**src/rtl/sevenseg_scan_ctrl.sv**
```systemverilog
// Scan controller for a common-anode seven-segment display: one digit per slot,
// guard blanking between digits, frame-boundary shadow updates, optional leading-zero blanking.
module sevenseg_scan_ctrl #(
  parameter int NDIG        = 8,
  parameter int DIV         = 100000,
  parameter int GUARD       = 1000,
  parameter int LZ_SUPPRESS = 1
) (
  input  logic                 clk,
  input  logic                 rst_n,
  input  logic                 en,
  input  logic                 load,
  input  logic [7*NDIG-1:0]    digits_in,
  output logic [6:0]           data_out,
  output logic [NDIG-1:0]      an_n,
  output logic                 frame_done
);

  localparam int CW = $clog2(DIV);
  localparam int IW = $clog2(NDIG);
  localparam logic [CW-1:0] CNT_GLAST = CW'(GUARD - 1);
  localparam logic [CW-1:0] CNT_LAST  = CW'(DIV - 1);
  localparam logic [IW-1:0] IDX_LAST  = IW'(NDIG - 1);
  localparam logic [6:0]    BLANK     = 7'h40;

  typedef enum logic {S_GUARD = 1'b0, S_ON = 1'b1} state_t;

  state_t              state_q, state_d;
  logic [CW-1:0]       cnt_q, cnt_d;
  logic [IW-1:0]       idx_q, idx_d;
  logic [7*NDIG-1:0]   shadow_q, shadow_d;
  logic [7*NDIG-1:0]   pending_q, pending_d;
  logic                pend_valid_q, pend_valid_d;
  logic [NDIG-1:0]     an_n_q, an_n_d;
  logic [6:0]          data_out_q, data_out_d;
  logic                frame_done_q, frame_done_d;
  logic                wrap;
  logic [7*NDIG-1:0]   lz_frame;
  logic                keep;
  logic [NDIG-1:0]     sel_dec;

  // Walk from the most significant digit down; the first non-zero code stops blanking.
  always_comb begin
    lz_frame = digits_in;
    keep     = 1'b0;
    for (int i = NDIG - 1; i >= 1; i--) begin
      keep = keep | (digits_in[7*i +: 7] != 7'h00);
      if (LZ_SUPPRESS != 0 && !keep) lz_frame[7*i +: 7] = BLANK;
    end
  end

  always_ff @(posedge clk or negedge rst_n) begin
    if (!rst_n) begin
      state_q      <= S_GUARD;
      cnt_q        <= '0;
      idx_q        <= '0;
      shadow_q     <= {NDIG{BLANK}};
      pending_q    <= {NDIG{BLANK}};
      pend_valid_q <= 1'b0;
      an_n_q       <= '1;
      data_out_q   <= BLANK;
      frame_done_q <= 1'b0;
    end else begin
      state_q      <= state_d;
      cnt_q        <= cnt_d;
      idx_q        <= idx_d;
      shadow_q     <= shadow_d;
      pending_q    <= pending_d;
      pend_valid_q <= pend_valid_d;
      an_n_q       <= an_n_d;
      data_out_q   <= data_out_d;
      frame_done_q <= frame_done_d;
    end
  end

  always_comb begin
    state_d = state_q;
    cnt_d   = cnt_q;
    idx_d   = idx_q;
    wrap    = 1'b0;
    if (en) begin
      case (state_q)
        S_GUARD: begin
          cnt_d = cnt_q + CW'(1);
          if (cnt_q == CNT_GLAST) state_d = S_ON;
        end
        S_ON: begin
          if (cnt_q == CNT_LAST) begin
            cnt_d   = '0;
            state_d = S_GUARD;
            if (idx_q == IDX_LAST) begin
              idx_d = '0;
              wrap  = 1'b1;
            end else begin
              idx_d = idx_q + IW'(1);
            end
          end else begin
            cnt_d = cnt_q + CW'(1);
          end
        end
        default: state_d = S_GUARD;
      endcase
    end

    // A load on the wrap edge refills pending after the old pending was copied.
    shadow_d     = (wrap && pend_valid_q) ? pending_q : shadow_q;
    pend_valid_d = wrap ? 1'b0 : pend_valid_q;
    pending_d    = pending_q;
    if (load) begin
      pending_d    = lz_frame;
      pend_valid_d = 1'b1;
    end
  end

  for (genvar gi = 0; gi < NDIG; gi++) begin : g_dec
    assign sel_dec[gi] = (idx_d == IW'(gi));
  end

  // Outputs follow the next state so they change on the same edge as the counters.
  always_comb begin
    frame_done_d = wrap;
    an_n_d       = '1;
    data_out_d   = BLANK;
    if (en && state_d == S_ON) begin
      an_n_d     = ~sel_dec;
      data_out_d = shadow_d[7*idx_d +: 7];
    end
  end

  assign an_n       = an_n_q;
  assign data_out   = data_out_q;
  assign frame_done = frame_done_q;

endmodule

```
**config.mk**
```make
export PLATFORM = sky130hd
export DESIGN_NAME = sevenseg_scan_ctrl
export DESIGN_NICKNAME = d
export VERILOG_FILES = /design/src/rtl/sevenseg_scan_ctrl.sv
export SDC_FILE = /design/constraint.sdc
export NUM_CORES = 1
export LEC_CHECK = 0
export BUFFER_PORTS_ARGS = -buffer_cell sky130_fd_sc_hd__clkbuf_2
export CORE_MARGIN = 2
export CORE_UTILIZATION = 60
export DETAILED_ROUTE_END_ITERATION = 8
export MAX_ROUTING_LAYER = met4
export PLACE_DENSITY_LB_ADDON = 0.05
export SKIP_LAST_GASP = 1
export SLEW_MARGIN = 25
export SYNTH_ARGS = -nofsm -noshare
export SYNTH_HDL_FRONTEND = slang
export SYNTH_SLANG_ARGS = --single-unit
export TNS_END_PERCENT = 5
```
**constraint.sdc**
```tcl
create_clock -name clk -period 5.1 [get_ports clk]
set_input_delay 1.02 -clock clk [delete_from_list [all_inputs] [get_ports clk]]
set_output_delay 1.02 -clock clk [all_outputs]
set_load 0.01 [all_outputs]
```
== Word-level counts from Yosys, hierarchy flattened ==
Index checks and enable logic that the tools add are counted.
Widths: inputs -> output; s select.

* Register bits: 150
* Bits in latches: 0
* RAM bits: 0
* ROM bits: 0
* Input bits: 60
* Output and inout port bits: 16
* Logic and storage cells: 68
* Memories kept: 0

* $add $sub $neg: 2
* Multiply operators: 1
* Divide/modulo/power cells: 0
* $lt $le $gt $ge: 0
* Eq/ne operators: 10
* Shifts and indexed selects: 1
* Muxes and demuxes: 26
* Bitwise logic cells: 8
* Reduce and logical (&&, ||, !) cells: 11

{| class="wikitable"
|+ Operators with widths
! operator !! count
|-
| $mux 56 || 1
|-
| $mux 7 || 8
|-
| $shiftx 56x7->7 || 1
|-
| $reduce_bool 7->1 || 7
|-
| $pmux 17 s2 || 1
|-
| $add 17x1->17 const B || 1
|-
| $eq 17x10->1 const B || 1
|-
| $eq 17x17->1 const B || 1
|-
| $mux 17 || 1
|-
| $eq 3x3->1 const B || 5
|-
| $mux 3 || 4
|-
| $mux 1 || 9
|-
| $mux 8 || 1
|-
| $not 8->8 || 1
|-
| $eq 3x2->1 const B || 2
|-
| $mul 3x3->6 const A || 1
|-
| $or 1x1->1 || 6
|-
| $add 3x1->3 const B || 1
|-
| $eq 3x1->1 const B || 1
|-
| $logic_not 3->1 || 1
|-
| $logic_and 1x1->1 || 2
|-
| $pmux 1 s2 || 1
|-
| $reduce_bool 2->1 || 1
|-
| $not 1->1 || 1
|}

== Logic depth before layout (Yosys ltp) ==
Gate-level depths: netlist of run 1.

* Word-level depth: 9
* Depth in mapped cells: 11
* Depth with buffers taken out: 8

== Worst setup path before layout of run 1 ==
OpenSTA, ideal clock, no wires.

* Kind: input-to-reg
* From: input en
* To: register data_out_q[4] (netlist: data_out[4])
* Setup time: 90 ps
* Arrival: 2705 ps
* Data required time: 5010 ps
* Setup slack: 2305 ps
* Stages: 9
* Buffers on the path: 3
* Path through: buf_4 nand4b_1 nor3_2 mux2i_1 buf_6 buf_2 mux2i_1 mux2_1 o221ai_1

* Longest elaborated chain between the ends: 5
* Elaborated cells on any way between the ends: 9
* Those cells by class: mul: 1; shift: 1; mux: 5; reduce/logical: 2

{| class="wikitable"
|+ Ends and longest elaborated chain
! item !! RTL line !! text
|-
| start: declaration || 11 || <nowiki>input logic en,</nowiki>
|-
| branches (longest 4 deep; another with $mul 3x3->6) || -- ||
|-
| $mux 7 * || 124 || <nowiki>if (en && state_d == S_ON) begin</nowiki>
|-
| named net data_out_d[4] || 35 || <nowiki>logic [6:0] data_out_q, data_out_d;</nowiki>
|-
| end signal: assignment || 71 || <nowiki>data_out_q <= data_out_d;</nowiki>
|-
| end: declaration || 35 ||
|}

Mark *: on every way through the listed nets, which the timed path passes.
A chain may end at the register's enable or synchronous reset.

== Worst setup path in the final report of run 1 ==
* From: register cnt_q[11]
* To: register data_out_q[2] (netlist: data_out[2])

* Longest elaborated chain between the ends: 8
* Elaborated cells on any way between the ends: 18
* Those cells by class: mul: 1; eq/ne: 2; shift: 1; mux: 12; reduce/logical: 2

{| class="wikitable"
|+ Ends and longest elaborated chain
! item !! RTL line !! text
|-
| start: declaration || 29 || <nowiki>logic [CW-1:0] cnt_q, cnt_d;</nowiki>
|-
| start signal: assignment || 65 || <nowiki>cnt_q <= cnt_d;</nowiki>
|-
| branches (longest 7 deep; another with $mul 3x3->6) || -- ||
|-
| $mux 7 * || 124 ||
|-
| named net data_out_d[2] || 35 ||
|}

Marks and branches as above.

==> flow_metrics.tcl, run 1 <==
set metrics [dict create \
    yosys.cell_types.count 49 \
    syn_area_um2 6490 \
    max-cap-violations 0 \
    max-clock-path-buffers 2 \
    dr.pass1.iters 4 \
    utilization 0.719 \
    yosys_most_used_dff "sky130_fd_sc_hd__dfrtp_1" \
    netlist.area_leader.share 0.482 \
    cts_root_buffer "sky130_fd_sc_hd__clkbuf_8" \
    asyncSetResetFlopFracSynth 1.00 \
    dp_worst_setup_slack_ns 1.69 \
    timing.critical_path.arrival_ns 3.42 \
    clkSinkCount 150 \
    postCtsSetupRepairBufs 0 \
    drt.antenna.violating_nets 0 \
    cpLargestDelayFamily "simple AND/OR/NAND/NOR gates" \
    required_ns 5.54 \
    max_rail_drop_vdd_uv 336 \
    num-fill-cells 751 \
    io_pins 76 \
    post_drt_via_cell_ratio 5.64 \
    max_clock_freq_ghz 0.335 \
    cts.htree.levels 4 \
    pwr_density_cell_nw_per_um2 349 \
    run_status "finished clean" \
    synth_area_leaders "sky130_fd_sc_hd__dfrtp_1, sky130_fd_sc_hd__mux2_2, sky130_fd_sc_hd__dfstp_2" \
    filler_free_cell_count_of_the_finished_design 740 \
    gp_congestion 0.912 \
    detailedRoute.firstIterationViolations 212 \
    synth-edff-count 0 \
    critical_path.cell_chain "nor4_4 > nand3_1 > nor3_2 > mux2i_4 > buf_4 > inv_2 > mux2i_1 > mux2_1 > o221ai_1" \
    finalSetupTns_ns 0 \
    cts_clock_pin_slew_for_the_worst_setup_and_hold_paths_ns 0.06 \
    place.detailed.instances 708 \
    post-route-period-util 0.585 \
    routedLengthMet1_um 6150 \
    top_layer_used "met4" \
    synth_largest_area_cell "sky130_fd_sc_hd__dfrtp_1" \
    cpPeakStageDelay_ns 0.43 \
    layout_min_cycle_time_ns 2.98 \
    number_of_clock_buffers_inserted_by_tritoncts 17 \
    grt_pass1_wl_um 22500 \
    static-leakage-power_nw 3.57 \
    latest_clock_arrival_within_the_worst_skew_pair_ns 0.52 \
    io_buffer_count 75 \
    fin_worst_hold_slack_ns 0.466 \
    route.detailed.wl_per_inst_um 18.0 \
    vias 4174 \
    wl_met2_um 6440 \
    number_of_global_route_vias_before_repair 4414 \
    initial_core_util 0.623 \
    slew_at_the_pin_with_the_worst_max_slew_slack_ns 0.902 \
    final_common_cell "sky130_fd_sc_hd__dfrtp_1" \
    grt_start_max_net_pins 116 \
    worst_slack_ns 2.12 \
    die_height_um 108 \
    design.final.nets 654 \
    min-delay-path-class "reg2reg" \
    rsz_0062_raised_after_global_routing "false" \
    slew_headroom 0.398 \
    die_width_um 108 \
    cp.buffers_inverters 2 \
    critical_path.slowest_cell "sky130_fd_sc_hd__dfrtp_1" \
    netlist_instances 514 \
    endpoint_kind "flip-flop" \
    cts_hold_fix_bufs 0 \
    worst_setup_path_start_kind "flip-flop" \
    timing.final.setup_violations 0 \
    worstPathMaxFanout 29 \
    fp-row-count 37 \
    wl_met3_um 577 \
    synth_area_per_cell_um2 12.6 \
    synth-seq-cells 150 \
    seq_area_frac_synth 0.583 \
    yosys_warnings 0 \
    post_cts_sizing_count 0 \
    slew_violations 0 \
    ff_latch_area_um2 3780 \
    cts_tree "yes" \
    syn-num-nets 577 \
    globalRoute.totalOverflow 0 \
    drt_drc_violations_left 0 \
    layout-area-overhead-vs-synth_pct 15.3 \
    die-area_um2 11700 \
    mostFrequentLayoutCells "sky130_fd_sc_hd__dfrtp_1, sky130_fd_sc_hd__mux2_2, sky130_fd_sc_hd__clkbuf_2" \
    antenna_cells 0 \
    area_of_combinational_cells_with_multiple_inputs_um2 2560 \
    hold_viol 0 \
    total_grt_usage 0.264 \
    dp_hpwl_um 9210 \
    worstSetupPathType "reg2reg" \
    core_area_um2 10400 \
    antenna_found_initial 0 \
    postRouteWirelength_um 13300 \
    final_layout_size_suffix_gt1_frac 0.369 \
    finalClockSkew_ns 0.0103 \
]
-- metal layers --
metal | vias to the layer above | track usage
met2 | 104 | 0.398
met1 | 2083 | 0.362
met3 | 10 | 0.0621
li1 | 1977 | -
met5 | - | -
met4 | 0 | 0.0751
-- where the power goes --
group	internal [mW]	switching [mW]	total (mW)
logic	0.0936	0.101	0.195
clock network	0.621	0.456	1.08
registers	1.27	0.0700	1.34
-- worst register-to-register path, delay by kind of cell (launching register included) --
family | cells | cell delay [ns]
simple gates | 3 | 0.86
mux | 3 | 0.76
buf+inv | 2 | 0.69
flops | 1 | 0.43
compound gates | 1 | 0.17
-- logic make-up after synthesis --
group	share of synthesized area
AOI/OAI and AO/OA	0.0347
DFF	0.583
adders and majority gates	0.00578
buffers and inverters	0.0251
xor gates and xnor gates	0.0175
muxes	0.207
and+or+nand+nor	0.127
-- through the flow --
stage               instance area [um2]  power, mW
floorplan                          6490       1.45
global placement                   6970       1.53
detailed placement                 6970       1.55
CTS                                7480       2.63
global route                       7480       2.72
finish                             7480       2.61
-- sequential cells by signal, indices dropped and copies added, names as in the netlist --
register,cells
data_out,7
state_q,1
pending_q,56
frame_done,1
cnt_q,17
an_n,8
idx_q,3
shadow_q,56
pend_valid_q,1
-- cell usage after synthesis (4+ instances only) --
cell                       instances
sky130_fd_sc_hd__nor4_1            7
sky130_fd_sc_hd__xor2_1            5
sky130_fd_sc_hd__o221ai_1          5
sky130_fd_sc_hd__mux2_1           26
sky130_fd_sc_hd__inv_1             4
sky130_fd_sc_hd__nand2_1          52
sky130_fd_sc_hd__or4_1             5
sky130_fd_sc_hd__and3_1            6
sky130_fd_sc_hd__nor3_1            9
sky130_fd_sc_hd__mux2i_1          19
sky130_fd_sc_hd__nand3_1          14
sky130_fd_sc_hd__nor2_1           41
sky130_fd_sc_hd__buf_2             9
sky130_fd_sc_hd__clkbuf_1          9
sky130_fd_sc_hd__dfstp_2          25
sky130_fd_sc_hd__o21ai_0           4
sky130_fd_sc_hd__nand4_1           6
sky130_fd_sc_hd__xnor2_1           8
sky130_fd_sc_hd__a21oi_1          22
sky130_fd_sc_hd__mux2_2           75
sky130_fd_sc_hd__dfrtp_1         125
-- final cells by class --
cell class	count	area share
inverters	6	0.00401
clock inverters	8	0.00702
well taps	136	0.0227
clock buffers	24	0.0615
flip-flops and latches	150	0.506
multi-input cells	335	0.342
repair buffers	81	0.0573
-- final timing paths --
path / startpoint / cells past startpoint / endpoint / slack, ns
hold reg to reg: shadow_q[46] / 2 / shadow_q[46] / 0.47
max in group asynchronous: rst_n / 2 / shadow_q[13] / 3.39
min in group asynchronous: rst_n / 1 / cnt_q[6] / 0.58
setup / recovery: cnt_q[11] / 9 / data_out[2] / 2.12
setup reg to reg: cnt_q[11] / 9 / data_out[2] / 2.12
hold / removal: shadow_q[46] / 2 / shadow_q[46] / 0.47
Power figures use the tool's default switching activity.
==> run 2, diff against run 1 <==
ABC_AREA = 1   (was not set)
CORE_UTILIZATION = 58   (was 60)
clock period = 2.83 ns   (was 5.1 ns; I/O delays follow)
==> run 2 against run 1 <==
Cell count rose by 43%. Via count rose by 31%. Clock power is 100% higher. Global-route usage rose by 2.5 points. Sequential share of layout area down 2.6 points. Non-clock buffer count rose by 6. Largest power group unchanged.
==> flow_metrics.tcl, run 2 <==
set metrics [dict create \
    post_cts_sizing_count 0 \
    synth_compound_gate_area_share 0.0742 \
    synth-xor-area-share 0.00771 \
    r2r_cells 13 \
    vias 5470 \
    finished_cell_area_um2 7890 \
    io_buffer_count 75 \
    antenna_cells 0 \
    synth_simple_gate_area_frac 0.260 \
    ff_latch_area_um2 3780 \
    io_pins 76 \
    drt_drc_violations_left 0 \
    gp_congestion 0.981 \
    reg.largest.list "pending_q x56, shadow_q x56, cnt_q x17" \
    die_height_um 112 \
    required_ns 3.14 \
    syn-num-nets 890 \
    synth_area_per_cell_um2 8.24 \
    intPower_mw 3.81 \
    post_drt_via_cell_ratio 5.16 \
    utilization 0.691 \
    run_status "finished clean" \
    dp_hpwl_um 11600 \
    combinational_family_with_the_most_area_after_synthesis "simple AND/OR/NAND/NOR gates" \
    max_rail_drop_vdd_uv 686 \
    area_of_combinational_cells_with_multiple_inputs_um2 2370 \
    dr.pass1.iters 5 \
    design.final.nets 968 \
    timing.critical_path.arrival_ns 2.75 \
    hold_viol 0 \
    postCtsSetupRepairBufs 0 \
    cts.htree.levels 4 \
    dpl-instance-area_um2 7330 \
    cts_root_buffer "sky130_fd_sc_hd__clkbuf_16" \
    seq_area_frac_synth 0.556 \
    finalSetupTns_ns 0 \
    fp-row-count 39 \
    min-delay-path-class "in2async" \
    synth_top_cells_by_count "sky130_fd_sc_hd__nand2_1, sky130_fd_sc_hd__dfrtp_1, sky130_fd_sc_hd__inv_1" \
    grt_pass1_wl_um 27300 \
    worstSetupPathType "reg2reg" \
    globalRoute.totalOverflow 0 \
    post-route-period-util 0.861 \
    layout_min_cycle_time_ns 2.44 \
    core_area_um2 11400 \
    worst_setup_path_start_kind "flip-flop" \
    yosys-mux-area-fraction 0 \
    max-cap-violations 0 \
    initial_core_util 0.597 \
    final_layout_size_suffix_gt1_frac 0.190 \
    postRouteWirelength_um 16300 \
    yosys.cell_types.count 37 \
    latest_clock_arrival_within_the_worst_skew_pair_ns 0.42 \
    grt_start_max_net_pins 78 \
    timing.final.setup_violations 0 \
    finalClockSkew_ns 0.00633 \
    pwr_density_cell_nw_per_um2 639 \
    number_of_clock_buffers_inserted_by_tritoncts 17 \
    num-fill-cells 954 \
    final_common_cell "sky130_fd_sc_hd__nand2_1" \
    drt.antenna.violating_nets 0 \
    die_width_um 112 \
    antenna_found_initial 0 \
    cts_hold_fix_bufs 0 \
    worstPathMaxFanout 77 \
    netlist.area_leader.share 0.459 \
    dp_worst_setup_slack_ns 0.258 \
    mostFrequentLayoutCells "sky130_fd_sc_hd__nand2_1, sky130_fd_sc_hd__dfrtp_1, sky130_fd_sc_hd__inv_1" \
    max_clock_freq_ghz 0.410 \
    yosys_warnings 0 \
    total_grt_usage 0.289 \
    power.switching_fraction 0.244 \
    cts_clock_pin_slew_for_the_worst_setup_and_hold_paths_ns 0.06 \
    synth-edff-count 0 \
    total_power_mw 5.04 \
    netlist_instances 827 \
    clkSinkCount 150 \
    slew_violations 0 \
    max-clock-path-buffers 2 \
    asyncSetResetFlopFracSynth 1.00 \
    route.detailed.wl_per_inst_um 15.3 \
    combinationalPowerShare 0.090 \
    syn_area_um2 6810 \
    adder_and_majority_cell_fraction_of_the_synthesized_area 0.00551 \
    rsz_0062_raised_after_global_routing "false" \
    slew_headroom 0.431 \
    yosys_most_used_dff "sky130_fd_sc_hd__dfrtp_1" \
    power.clock.fraction 0.429 \
    synth_area_leaders "sky130_fd_sc_hd__dfrtp_1, sky130_fd_sc_hd__nand2_1, sky130_fd_sc_hd__dfstp_2" \
    synth-seq-cells 150 \
    number_of_global_route_vias_before_repair 5526 \
    slew_at_the_pin_with_the_worst_max_slew_slack_ns 0.852 \
    cts_tree "yes" \
    worst_slack_ns 0.393 \
    total_switching_power_mw 1.23 \
    power.share.sequential 0.482 \
    synth_most_common_cell "sky130_fd_sc_hd__nand2_1" \
    static-leakage-power_nw 3.98 \
    die-area_um2 12600 \
    synth_largest_area_cell "sky130_fd_sc_hd__dfrtp_1" \
    layout-area-overhead-vs-synth_pct 15.8 \
    detailedRoute.firstIterationViolations 502 \
    endpoint_kind "flip-flop" \
]
## run 2: per-layer routing
metal,part of all wire,global-route usage
met2,0.47,0.432
met4,0.024,0.104
met3,0.060,0.0751
met1,0.45,0.386
met5,0,-
## run 2: final cells by class
type                       instances  share of cell area
sequential                       150               0.480
inverter                         133              0.0633
tap                              143              0.0227
multi-input combinational        516               0.300
clock inverter                     4             0.00920
timing repair buffer              87              0.0630
clock buffer                      28              0.0617
## run 2: worst max-delay path, stage by stage, from the launching register on
cell and delay (ns):
sky130_fd_sc_hd__dfrtp_1 0.38, sky130_fd_sc_hd__ha_1 0.24, sky130_fd_sc_hd__nand2_2 0.11, sky130_fd_sc_hd__nor2_4 0.18, sky130_fd_sc_hd__nand3_4 0.12, sky130_fd_sc_hd__nor2_8 0.14
sky130_fd_sc_hd__nand3_2 0.11, sky130_fd_sc_hd__buf_12 0.24, sky130_fd_sc_hd__o21ai_0 0.41, sky130_fd_sc_hd__nand2_1 0.12, sky130_fd_sc_hd__nand2_1 0.08, sky130_fd_sc_hd__inv_1 0.04
sky130_fd_sc_hd__nand4_1 0.07, sky130_fd_sc_hd__nand2_1 0.07
## run 2: final timing paths
check                         startpoint            end  slack (ns)
setup / recovery                cnt_q[0]    data_out[2]        0.39
hold / removal                     rst_n      cnt_q[13]        0.08
setup reg to reg                cnt_q[0]    data_out[2]        0.39
hold reg to reg            pending_q[45]  pending_q[45]        0.46
max in group asynchronous          rst_n  pending_q[48]        1.96
min in group clk            digits_in[3]   pending_q[3]        0.35
## run 2: per-stage QoR
step / instances / hold WS [ns]
3_5_place_dp: 1029 / 0.453
3_3_place_gp: 1029 / 0.451
6_report: 1061 / 0.0777
4_1_cts: 1061 / 0.0895
5_1_grt: 1061 / 0.100
2_1_floorplan: 827 / 0.270
## run 2: cell families after synthesis
logic type / Yosys count
AOI/OAI and AO/OA: 97
xor gates and xnor gates: 6
adders and majority gates: 3
buffers and inverters: 161
DFF: 150
and+or+nand+nor: 410
## run 2: power groups by stage
stage	logic, mW	registers [mW]	clock network (mW)
3_5_place_dp	0.450	2.46	0
3_3_place_gp	0.435	2.45	0
6_report	0.452	2.43	2.16
5_1_grt	0.525	2.45	2.29
4_1_cts	0.458	2.43	2.19
2_1_floorplan	0.272	2.43	0
==> run 3, diff against run 2 <==
clock period = 2.6 ns   (was 2.83 ns; I/O delays follow)
==> run 3 against run 2 <==
Sequential cell count unchanged. Hold slack improved by 0.036 ns. Critical path depth did not move. Via count increased by 0.80%. Non-clock buffer count is 5 higher. Highest routed layer unchanged.
==> flow_metrics.tcl, run 3 (synthesized netlist as in run 2, its figures left out) <==
set metrics [dict create \
    finalSetupTns_ns 0 \
    route.detailed.wl_per_inst_um 15.0 \
    number_of_global_route_vias_before_repair 5494 \
    cts.htree.levels 4 \
    slew_violations 0 \
    intPower_mw 4.17 \
    gp_congestion 0.902 \
    timing.final.setup_violations 0 \
    final_layout_size_suffix_gt1_frac 0.199 \
    reg.largest.list "pending_q x56, shadow_q x56, cnt_q x17" \
    slew_headroom 0.432 \
    max_rail_drop_vdd_uv 753 \
    power.clock.fraction 0.435 \
    max_clock_freq_ghz 0.421 \
    globalRoute.totalOverflow 0 \
    post_drt_via_cell_ratio 5.17 \
    postRouteWirelength_um 16000 \
    total_switching_power_mw 1.37 \
    combinationalPowerShare 0.089 \
    detailedRoute.firstIterationViolations 497 \
    utilization 0.697 \
    final_common_cell "sky130_fd_sc_hd__nand2_1" \
    drt.antenna.violating_nets 0 \
    latest_clock_arrival_within_the_worst_skew_pair_ns 0.42 \
    drt_drc_violations_left 0 \
    finalClockSkew_ns 0.00923 \
    slew_at_the_pin_with_the_worst_max_slew_slack_ns 0.851 \
    endpoint_kind "flip-flop" \
    number_of_clock_buffers_inserted_by_tritoncts 17 \
    initial_core_util 0.597 \
    grt_pass1_wl_um 26800 \
    post_cts_sizing_count 0 \
    hold_viol 0 \
    dp_worst_setup_slack_ns 0.258 \
    io_buffer_count 75 \
    power.share.sequential 0.476 \
    worstPathMaxFanout 103 \
    antenna_cells 0 \
    finished_cell_area_um2 7960 \
    layout-area-overhead-vs-synth_pct 16.8 \
    dp_hpwl_um 11100 \
    cts_tree "yes" \
    rsz_0062_raised_after_global_routing "false" \
    dpl-instance-area_um2 7380 \
    post-route-period-util 0.914 \
    design.final.nets 973 \
    cts_clock_pin_slew_for_the_worst_setup_and_hold_paths_ns 0.06 \
    total_grt_usage 0.281 \
    num-fill-cells 929 \
    die-area_um2 12600 \
    required_ns 2.90 \
    die_width_um 112 \
    fp-row-count 39 \
    max-cap-violations 0 \
    antenna_found_initial 0 \
    die_height_um 112 \
    timing.critical_path.arrival_ns 2.68 \
    min-delay-path-class "in2async" \
    clkSinkCount 150 \
    run_status "finished clean" \
    core_area_um2 11400 \
    grt_start_max_net_pins 104 \
    postCtsSetupRepairBufs 0 \
    dr.pass1.iters 5 \
    vias 5514 \
    power.switching_fraction 0.247 \
    mostFrequentLayoutCells "sky130_fd_sc_hd__nand2_1, sky130_fd_sc_hd__dfrtp_1, sky130_fd_sc_hd__inv_1" \
    cts_hold_fix_bufs 0 \
    worst_slack_ns 0.223 \
    pwr_density_cell_nw_per_um2 697 \
    total_power_mw 5.54 \
    worstSetupPathType "reg2reg" \
    cts_root_buffer "sky130_fd_sc_hd__clkbuf_16" \
    max-clock-path-buffers 2 \
    layout_min_cycle_time_ns 2.38 \
    static-leakage-power_nw 4.02 \
    worst_setup_path_start_kind "flip-flop" \
    io_pins 76 \
]
[run 3: changes by cell type in the layout (fill, tap and decap cells not counted), sizes merged]
cell | before | now
buf | 13 | 18
clkbuf | 102 | 98
clkinv | 2 | 5
clkinvlp | 1 | 2
[run 3: cell type report]
cell class / instances / area [um2] / share of cell area
sequential: 150 / 3780 / 0.476
multi-input combinational: 516 / 2370 / 0.298
timing repair buffer: 92 / 547 / 0.0687
inverter: 133 / 499 / 0.0627
clock buffer: 24 / 482 / 0.0605
tap: 143 / 179 / 0.0225
clock inverter: 8 / 98.8 / 0.0124
[run 3: power groups by stage]
stage | sequential [mW] | combinational, mW | clock [mW]
2_1_floorplan | 2.64 | 0.296 | 0
3_3_place_gp | 2.67 | 0.476 | 0
4_1_cts | 2.64 | 0.499 | 2.45
5_1_grt | 2.66 | 0.570 | 2.54
6_report | 2.64 | 0.493 | 2.41
3_5_place_dp | 2.67 | 0.495 | 0
[run 3: metal layers]
layer	wire, um	GRT usage	vias to the layer above
met4	338	0.0992	0
met5	0	-	-
li1	-	-	2718
met3	938	0.0740	27
met1	7210	0.383	2593
met2	7480	0.414	176
[run 3: final timing paths]
path / startpoint / endpoint / slack, ns / cells after the start
setup / recovery: cnt_q[0] / data_out[2] / 0.22 / 13
hold / removal: rst_n / cnt_q[8] / 0.11 / 1
setup reg to reg: cnt_q[0] / data_out[2] / 0.22 / 13
hold reg to reg: pending_q[36] / pending_q[36] / 0.47 / 2
max in group asynchronous: rst_n / an_n[2] / 1.80 / 2
min in group clk: digits_in[2] / pending_q[2] / 0.30 / 3
[run 3: stage by stage]
stage | hold WS, ns | cells
after floorplan | 0.224 | 827
after global placement | 0.455 | 1034
after detailed placement | 0.458 | 1034
after CTS | 0.130 | 1066
after global routing | 0.152 | 1066
final | 0.114 | 1066
[run 3: critical path: stages, from the launching register on]
cell                      delay, ns
sky130_fd_sc_hd__dfrtp_1       0.37
sky130_fd_sc_hd__ha_1          0.23
sky130_fd_sc_hd__nand2_2       0.11
sky130_fd_sc_hd__nor2_4        0.18
sky130_fd_sc_hd__nand3_4       0.12
sky130_fd_sc_hd__nor2_8        0.13
sky130_fd_sc_hd__nand3_2       0.10
sky130_fd_sc_hd__buf_12        0.24
sky130_fd_sc_hd__o21ai_0       0.37
sky130_fd_sc_hd__nand2_1       0.09
sky130_fd_sc_hd__nand2_1       0.08
sky130_fd_sc_hd__inv_1         0.04
sky130_fd_sc_hd__nand4_1       0.09
sky130_fd_sc_hd__nand2_1       0.06
